## config.mk

```make
export PLATFORM = sky130hd
export DESIGN_NAME = interp_sequencer
export DESIGN_NICKNAME = d
export VERILOG_FILES = /design/src/rtl/interp_sequencer.sv
export SDC_FILE = /design/constraint.sdc
export NUM_CORES = 1
export LEC_CHECK = 0
export CELL_PAD_IN_SITES_DETAIL_PLACEMENT = 0
export CELL_PAD_IN_SITES_GLOBAL_PLACEMENT = 1
export CORE_UTILIZATION = 45
export CTS_CLUSTER_DIAMETER = 50
export CTS_CLUSTER_SIZE = 14
export DETAILED_ROUTE_END_ITERATION = 12
export MAX_ROUTING_LAYER = met4
export PLACE_DENSITY_LB_ADDON = 0.1
export SLEW_MARGIN = 20
export SYNTH_ARGS = -nofsm -noshare
export SYNTH_HDL_FRONTEND = slang
export SYNTH_SLANG_ARGS = --single-unit
```

## constraint.sdc

```tcl
create_clock -name clock -period 14.2 [get_ports clock]
set_input_delay 4.26 -clock clock [delete_from_list [all_inputs] [get_ports clock]]
set_output_delay 4.26 -clock clock [all_outputs]
set_load 0.05 [all_outputs]
```

## src/rtl/interp_sequencer.sv

```systemverilog
// Four-phase interpolating sequencer: buffers an 8-tap pixel window, then emits the
// pass-through sample and three filtered sub-pixel values with rounding and clamping.
module interp_sequencer #(
  parameter int SHIFT = 6
) (
  input  logic        clock,
  input  logic        reset_L,
  input  logic        flush,
  input  logic [7:0]  in_data,
  input  logic        in_valid,
  output logic        in_ready,
  output logic [7:0]  out_data,
  output logic [1:0]  out_phase,
  output logic        out_valid,
  input  logic        out_ready,
  output logic [15:0] sat_count
);

  typedef enum logic [1:0] {
    S_FILL,
    S_EMIT,
    S_WAIT
  } state_e;

  localparam logic signed [15:0] ROUND = 16'sd1 <<< (SHIFT - 1);

  state_e             r_state;
  state_e             w_next_state;
  logic [7:0]         r_buf [8];
  logic [3:0]         r_fill_cnt;
  logic [1:0]         r_phase;
  logic [15:0]        r_sat_count;

  logic               w_accept;
  logic               w_xfer;
  logic signed [15:0] w_s [8];
  logic signed [15:0] w_sum;
  logic signed [15:0] w_round;
  logic [7:0]         w_data;
  logic               w_clamped;

  // Handshake outputs depend only on the state register.
  assign in_ready  = (r_state != S_EMIT);
  assign out_valid = (r_state == S_EMIT);
  assign out_phase = r_phase;
  assign out_data  = w_data;
  assign sat_count = r_sat_count;

  assign w_accept = in_valid & in_ready;
  assign w_xfer   = out_valid & out_ready;

  // NOTE: sequential state uses non-blocking assignments so every register
  // samples pre-edge values, regardless of statement order.
  always_ff @(posedge clock or negedge reset_L) begin
    if (!reset_L) begin
      r_state <= S_FILL;
    end else begin
      r_state <= w_next_state;
    end
  end

  // NOTE: next state gets a default before the case so no path infers a latch.
  always_comb begin
    w_next_state = r_state;
    if (flush) begin
      w_next_state = S_FILL;
    end else begin
      unique case (r_state)
        S_FILL:  if (w_accept && r_fill_cnt == 4'd7) w_next_state = S_EMIT;
        S_EMIT:  if (w_xfer && r_phase == 2'd3)      w_next_state = S_WAIT;
        S_WAIT:  if (w_accept)                       w_next_state = S_EMIT;
        default: w_next_state = S_FILL;
      endcase
    end
  end

  // NOTE: the sample buffer is small and must read back as zero after reset,
  // so it lives in flops with the async reset rather than in a RAM.
  always_ff @(posedge clock or negedge reset_L) begin
    if (!reset_L) begin
      for (int k = 0; k < 8; k++) r_buf[k] <= 8'd0;
      r_fill_cnt  <= 4'd0;
      r_phase     <= 2'd0;
      r_sat_count <= 16'd0;
    end else begin
      if (w_xfer && w_clamped && r_sat_count != 16'hFFFF) begin
        r_sat_count <= r_sat_count + 16'd1;
      end
      if (flush) begin
        for (int k = 0; k < 8; k++) r_buf[k] <= 8'd0;
        r_fill_cnt <= 4'd0;
        r_phase    <= 2'd0;
      end else begin
        if (w_accept) begin
          r_buf[0] <= in_data;
          for (int k = 1; k < 8; k++) r_buf[k] <= r_buf[k-1];
          if (r_state == S_FILL) r_fill_cnt <= r_fill_cnt + 4'd1;
          r_phase <= 2'd0;
        end
        if (w_xfer) r_phase <= r_phase + 2'd1;
      end
    end
  end

  always_comb begin
    for (int k = 0; k < 8; k++) w_s[k] = $signed({8'd0, r_buf[k]});
  end

  // Tap sets for the 1/4, 1/2 and 3/4 sub-pixel positions; each sums to 64.
  always_comb begin
    w_sum = 16'sd0;
    unique case (r_phase)
      2'd1: w_sum = 16'sd4 * w_s[6] - w_s[7] - 16'sd10 * w_s[5] + 16'sd58 * w_s[4]
                  + 16'sd17 * w_s[3] - 16'sd5 * w_s[2] + w_s[1];
      2'd2: w_sum = 16'sd4 * w_s[6] - w_s[7] - 16'sd11 * w_s[5] + 16'sd40 * w_s[4]
                  + 16'sd40 * w_s[3] - 16'sd11 * w_s[2] + 16'sd4 * w_s[1] - w_s[0];
      2'd3: w_sum = w_s[6] - 16'sd5 * w_s[5] + 16'sd17 * w_s[4] + 16'sd58 * w_s[3]
                  - 16'sd10 * w_s[2] + 16'sd4 * w_s[1] - w_s[0];
      default: w_sum = 16'sd0;
    endcase
  end

  always_comb begin
    w_round   = (w_sum + ROUND) >>> SHIFT;
    w_data    = w_round[7:0];
    w_clamped = 1'b0;
    if (r_phase == 2'd0) begin
      w_data = r_buf[4];
    end else if (w_round < 16'sd0) begin
      w_data    = 8'd0;
      w_clamped = 1'b1;
    end else if (w_round > 16'sd255) begin
      w_data    = 8'd255;
      w_clamped = 1'b1;
    end
  end

endmodule

```

Word-level counts from Yosys, hierarchy flattened
Index checks and enable logic that the tools add are counted.
{ "totals": {"reg_bits": 88, "output_inout_bits": 28, "elab_cells": 92} }
{ "classes": {"n_addsub": 22, "n_mul": 12, "magnitude_cmp": 2, "eq_ne": 11, "muxes": 20, "bitwise": 2, "reduce_logical": 11} }
{ "op_table": {"columns": ["operator", "n"], "rows": [
  ["2-to-1 mux 64 bit", 2],
  ["multiplier 3 x 8 -> 11 bit (first input constant)", 6],
  ["multiplier 5 x 8 -> 13 bit (first input constant)", 4],
  ["case mux 16 bit (3 select lines)", 1],
  ["adder 16 x 11 -> 16 bit", 2],
  ["adder 16 x 15 -> 16 bit", 2],
  ["subtractor 16 x 13 -> 16 bit", 2],
  ["subtractor 16 x 9 -> 16 bit", 2],
  ["subtractor 11 x 13 -> 14 bit", 2],
  ["multiplier 4 x 8 -> 12 bit (first input constant)", 2],
  ["2-to-1 mux 8 bit", 3],
  ["adder 14 x 15 -> 16 bit", 1],
  ["adder 15 x 15 -> 16 bit", 1],
  ["adder 16 x 1 -> 16 bit (second input constant)", 1],
  ["adder 16 x 14 -> 16 bit", 1],
  ["adder 16 x 7 -> 16 bit (second input constant)", 1],
  ["adder 16 x 9 -> 16 bit", 1],
  ["!= test 16 bit (second input constant)", 1],
  ["subtractor 16 x 12 -> 16 bit", 1],
  ["adder 12 x 14 -> 15 bit", 1],
  ["2-to-1 mux 2 bit", 7],
  ["2-to-1 mux 4 bit", 3],
  ["subtractor 8 x 11 -> 12 bit", 1],
  ["subtractor 10 x 8 -> 11 bit", 1],
  ["other kinds (19)", 31]
]} }

Depth between registers and ports, before layout
{ "logic_depth": {"ltp_word": 15, "depth_mapped": 35} }

Worst setup path after synthesis
Ideal clock, no wire load.
{ "synth_path": {"path_kind": "register -> output", "from": "register r_buf[41] in the netlist's numbering", "to": "output port out_data[0]", "t_arrival_ns": 8.064, "required_time_ns": 9.940, "path_slack_ns": 1.876, "path_stages_with_launch": 29, "path_cell_list": "dfrtp_1 ha_1 inv_1 fa_1 inv_1 ha_1 a21oi_1 o21bai_1 a21oi_1 xnor2_1 fa_1 inv_1 fa_1 fa_1 inv_1 fa_1 inv_1 ha_1 a2111o_1 a21o_1 nand3_1 nor3b_1 a311oi_2 nor3b_2 and4_4 nand3_1 or3_1 xor2_1 a211oi_1"} }
{ "synth_via": {"elab_chain_len": 10, "word_cells_on_any_way": 18, "classes_between": "add/sub (9); mul (3); order compare (2); mux (4)"} }
{ "synth_lines": {"columns": ["element", "line", "text"], "rows": [
  ["start, declared", "29", "logic [7:0] r_buf [8];"],
  ["multiplier 4 x 8 -> 12 bit or multiplier 3 x 8 -> 11 bit (tied branches)", "116, 114, 118", null],
  ["subtractor 16 x 13 -> 16 bit (on tied branches)", "116, 118", null],
  ["adder 16 x 11 -> 16 bit (on tied branches)", "116, 118", null],
  ["subtractor 16 x 9 -> 16 bit (on tied branches)", "116, 118", null],
  ["case mux 16 bit (3 select lines) *", "112", "unique case (r_phase)"],
  ["adder 16 x 7 -> 16 bit *", "124", "w_round = (w_sum + ROUND) >>> SHIFT;"],
  ["> comparator 10 x 9 -> 1 bit", "132", "end else if (w_round > 16'sd255) begin"],
  ["2-to-1 mux 8 bit", "132", null],
  ["2-to-1 mux 8 bit *", "129", "end else if (w_round < 16'sd0) begin"],
  ["2-to-1 mux 8 bit *", "127", "if (r_phase == 2'd0) begin"],
  ["end, declared", "12", "output logic [7:0] out_data,"]
]} }
Mark *: on every way between the ends. The rest lies on a longest branch, timed or not.

Final worst setup path
{ "layout_path": {"from": "register r_buf[25] in the netlist's numbering", "to": "output port out_data[1]"} }
{ "layout_via": {"elab_chain_len": 12, "word_cells_on_any_way": 24, "classes_between": "add/sub (15); mul (3); order compare (2); mux (4)"} }
{ "layout_lines": {"columns": ["element", "line"], "rows": [
  ["multiplier 3 x 8 -> 11 bit or multiplier 5 x 8 -> 13 bit (tied branches)", "115, 117"],
  ["adder 14 x 15 -> 16 bit or adder 12 x 14 -> 15 bit (tied branches)", "115, 117"],
  ["adder 16 x 15 -> 16 bit or adder 15 x 15 -> 16 bit (tied branches)", "116, 117"],
  ["subtractor 16 x 13 -> 16 bit (on tied branches)", "116, 118"],
  ["adder 16 x 11 -> 16 bit (on tied branches)", "116, 118"],
  ["subtractor 16 x 9 -> 16 bit (on tied branches)", "116, 118"],
  ["case mux 16 bit (3 select lines)", "112"],
  ["adder 16 x 7 -> 16 bit", "124"],
  ["> comparator 10 x 9 -> 1 bit", "132"],
  ["2-to-1 mux 8 bit", "132"],
  ["2-to-1 mux 8 bit", "129"],
  ["2-to-1 mux 8 bit *", "127"]
]} }
Marks and branches as above.

==> results.py <==
metrics = {
    "die": {
        "die_width_um": 184,
        "floorplan.die.height_um": 184,
        "fp.coreArea_um2": 32500,
        "dieArea_um2": 33800,
        "floorplan.rows": 66,
        "initial_utilization": 0.457,
        "io_pins": 41,
    },
    "finish": {
        "flow.area_growth_from_synthesis_pct": 8.27,
        "post_route_cells_drive_above_1_share": 0.0299,
        "final_core_util": 0.495,
        "diodes": 0,
        "final_nets": 2131,
    },
    "clock_tree": {
        "clock-root-buffer": "clkbuf_16",
        "clock-sinks": 88,
        "clockBufferDepth": 2,
        "holdBufCountCts": 0,
        "clock_tree.htree_level_count": 3,
        "clk_pin_slew_ns": 0.07,
        "clock_latency_ns": 0.36,
        "tritoncts_buffer_count": 9,
        "post_cts_buffers": 0,
        "cts_resized": 0,
        "cts_tree": "yes",
    },
    "detailed_routing": {
        "detail_route.first_pass.iterations": 5,
        "route.detailed.vias_per_inst": 5.19,
        "detail_route.drc_violations": 0,
        "final_routed_wirelength_across_all_metal_layers_um": 41800,
        "postRouteAntennaNets": 0,
        "avgRoutedWirePerCell_um": 19.5,
        "initialDrtViolationCount": 566,
        "via_count": 11136,
    },
    "worst_setup_path": {
        "cpLargestDelayFamily": "adder cells",
        "worst_setup_path_end_kind": "output pin",
        "critical_path_buf_inv_count": 5,
        "r2r-start": "r_buf[25]$_DFFE_PN0P_",
        "cp_slowest_stage_delay_ns": 0.86,
        "timing.critical_path.slowest_stage_cell": "clkdlybuf4s50_1",
        "worst_setup_path_start_kind": "flip-flop",
        "timing.critical_path.arrival_ns": 9.14,
        "path_class": "reg -> out",
        "worstPathMaxFanout": 10,
        "worstSetupStartpoint": "r_buf[25]$_DFFE_PN0P_",
        "required_time_of_the_critical_path_ns": 9.94,
    },
    "grt": {
        "global_route.usage.total": 0.268,
        "grt_first_pass_wirelength_um": 65300,
        "congestion_overflow_gr": 0,
        "largest_net_degree_at_the_start_of_global_routing": 73,
        "first_global_vias": 11176,
        "antenna_violations_before_repair": 0,
    },
    "timing": {
        "finalMaxSlewViolations": 0,
        "timing.setup.tns_ns": 0,
        "fin_crit_sh": 0.944,
        "worst_pin_slew_ns": 0.866,
        "worst_slew_slack_as_a_fraction_of_its_limit": 0.423,
        "timing.final.crit_period_ns": 13.40,
        "finalClockSkew_ns": 0.0175,
        "grt_setup_unrepaired": "no",
        "final_hold_viol_count": 0,
        "max_clock_freq_mhz": 74.6,
        "setup_viol": 0,
    },
    "power": {
        "share_seq_of_total_power": 0.300,
        "power_frac_clock": 0.275,
        "swShare": 0.387,
        "power.internal_w": 0.000530,
        "p_comb_frac": 0.425,
        "peakVddDrop_v": 0.0000540,
        "p_sw_w": 0.000334,
        "p_per_area_nw_per_um2": 53.7,
        "leakage_nw": 8.18,
    },
    "hold_path": {
        "timing.hold.worst.class": "reg -> reg",
        "hold_path.startpoint": "sat_count[12]$_DFFE_PN0P_",
    },
    "synthesis": {
        "synth.lib_cells_used.distinct": 73,
        "ys_warn_count": 0,
        "yosys.area_share.adder": 0.435,
        "synth.mux.area_fraction": 0.00732,
        "count_of_flip_flops_with_a_built_in_enable_after_synthesis": 0,
        "synth.yosys.seq_area_share": 0.148,
        "synth.top_cells.by_area": "fa_1, ha_1, dfrtp_1",
        "syn-mean-instance-area_um2": 8.93,
        "synth.ff_latch_count": 88,
        "synth_top_cell_area_share": 0.219,
        "synth_xor_area_frac": 0.0748,
        "synthesis.nets": 2097,
        "syn-cell-area_um2": 14900,
        "async_flop_share": 1.00,
        "post_synth_and_or_nand_nor_area_fraction": 0.108,
        "yosys_most_used_dff": "dfrtp_1",
        "synth-compound-area-share": 0.134,
        "synth_top_family_by_area": "adder cells",
        "netlist.top_cell.by_area": "fa_1",
        "postSynthCellCount": 1665,
    },
    "placed_design": {
        "gp_congestion": 0.958,
        "port_buffers": 40,
        "dp_hpwl_um": 35500,
    },
    "outcome": {
        "status": "finished, final reports clean",
    },
    "job": {
        "cap_violations": 0,
    },
}
-- path summary, 6_finish.rpt --
path	endpoint	slack, ns	cells after the start
max reg2reg	sat_count[1]$_DFFE_PN0P_	5.68	27
min reg2reg	sat_count[12]$_DFFE_PN0P_	0.50	1
min	sat_count[12]$_DFFE_PN0P_	0.50	1
max in group asynchronous	r_buf[45]$_DFFE_PN0P_	9.17	2
min in group asynchronous	r_fill_cnt[0]$_DFFE_PN0P_	3.86	1
max	out_data[1]	0.80	29
-- state kept, by name, indices dropped and copies added, names as in the netlist --
register    flops
r_buf          64
out_phase       2
sat_count      16
r_state         2
r_fill_cnt      4
-- layout by cell type (no fill, tap or decap), drive strengths merged, types with 7 or more instances in the layout --
cell type,count
clkbuf,11
o21bai,35
nand2,165
inv,340
nor2b,16
xor2,50
o21ai,33
nor3,22
nor2,55
a21o,29
a211oi,11
nand3,19
a21oi,140
nand2b,19
and3,7
xnor2,77
fa,163
buf,14
clkdlybuf4s50,38
a31oi,8
o21a,8
ha,256
a221oi,8
nor3b,7
dfrtp,88
-- cell type report --
class,count,area [um^2]
Sequential cell,88,2200
Inverter,338,1270
Timing Repair Buffer,52,483
Fill cell,3201,16400
Multi-Input combinational cell,1210,11300
Clock buffer,11,253
Clock inverter,5,38.8
Tap cell,442,553
-- Yosys cell counts, types with 20 or more instances --
master / instances
clkbuf_1: 28
o21bai_1: 35
nor3_1: 20
xnor2_1: 77
nand2_1: 165
xor2_1: 50
o21ai_0: 30
ha_1: 256
a21o_1: 29
fa_1: 163
dfrtp_1: 88
inv_1: 338
a21oi_1: 139
nor2_1: 55
-- metrics by stage --
| step | worst slack [ns] | hold slack (ns) | instance area (um^2) | instances | total power (W) |
|---|---|---|---|---|---|
| 3_3_place_gp | 1.33 | 0.481 | 15800 | 2130 | 0.000627 |
| 3_5_place_dp | 1.25 | 0.484 | 15800 | 2130 | 0.000629 |
| 5_1_grt | 0.157 | 0.508 | 16100 | 2146 | 0.000925 |
| 6_report | 0.802 | 0.495 | 16100 | 2146 | 0.000864 |
| 2_1_floorplan | 1.88 | 0.501 | 14900 | 1665 | 0.000528 |
| 4_1_cts | 0.812 | 0.497 | 16100 | 2146 | 0.000872 |
-- power by group through the flow --
stage                     Combinational (W)  Sequential, W  Clock (W)
after floorplan                    0.000266       0.000262          0
after global placement             0.000362       0.000264          0
after detailed placement           0.000364       0.000264          0
after CTS                          0.000367       0.000260   0.000246
final                              0.000367       0.000259   0.000238
after global routing               0.000412       0.000260   0.000254
-- cell families (layout without fill, tap and decap cells) --
logic type,Yosys count,count (layout)
compound gates,312,312
xor+xnor,127,127
fa+ha+maj,419,419
buf+inv,367,406
flops,88,88
mux,10,10
simple gates,342,342
-- metal layers --
metal / vias to the layer above / global-route usage / share of wire
met2: 192 / 0.396 / 0.43
met1: 5408 / 0.379 / 0.49
met3: 32 / 0.0495 / 0.055
met4: 0 / 0.0583 / 0.020
met5: - / - / 0
li1: 5504 / - / -
Power figures use the tool's default switching activity.
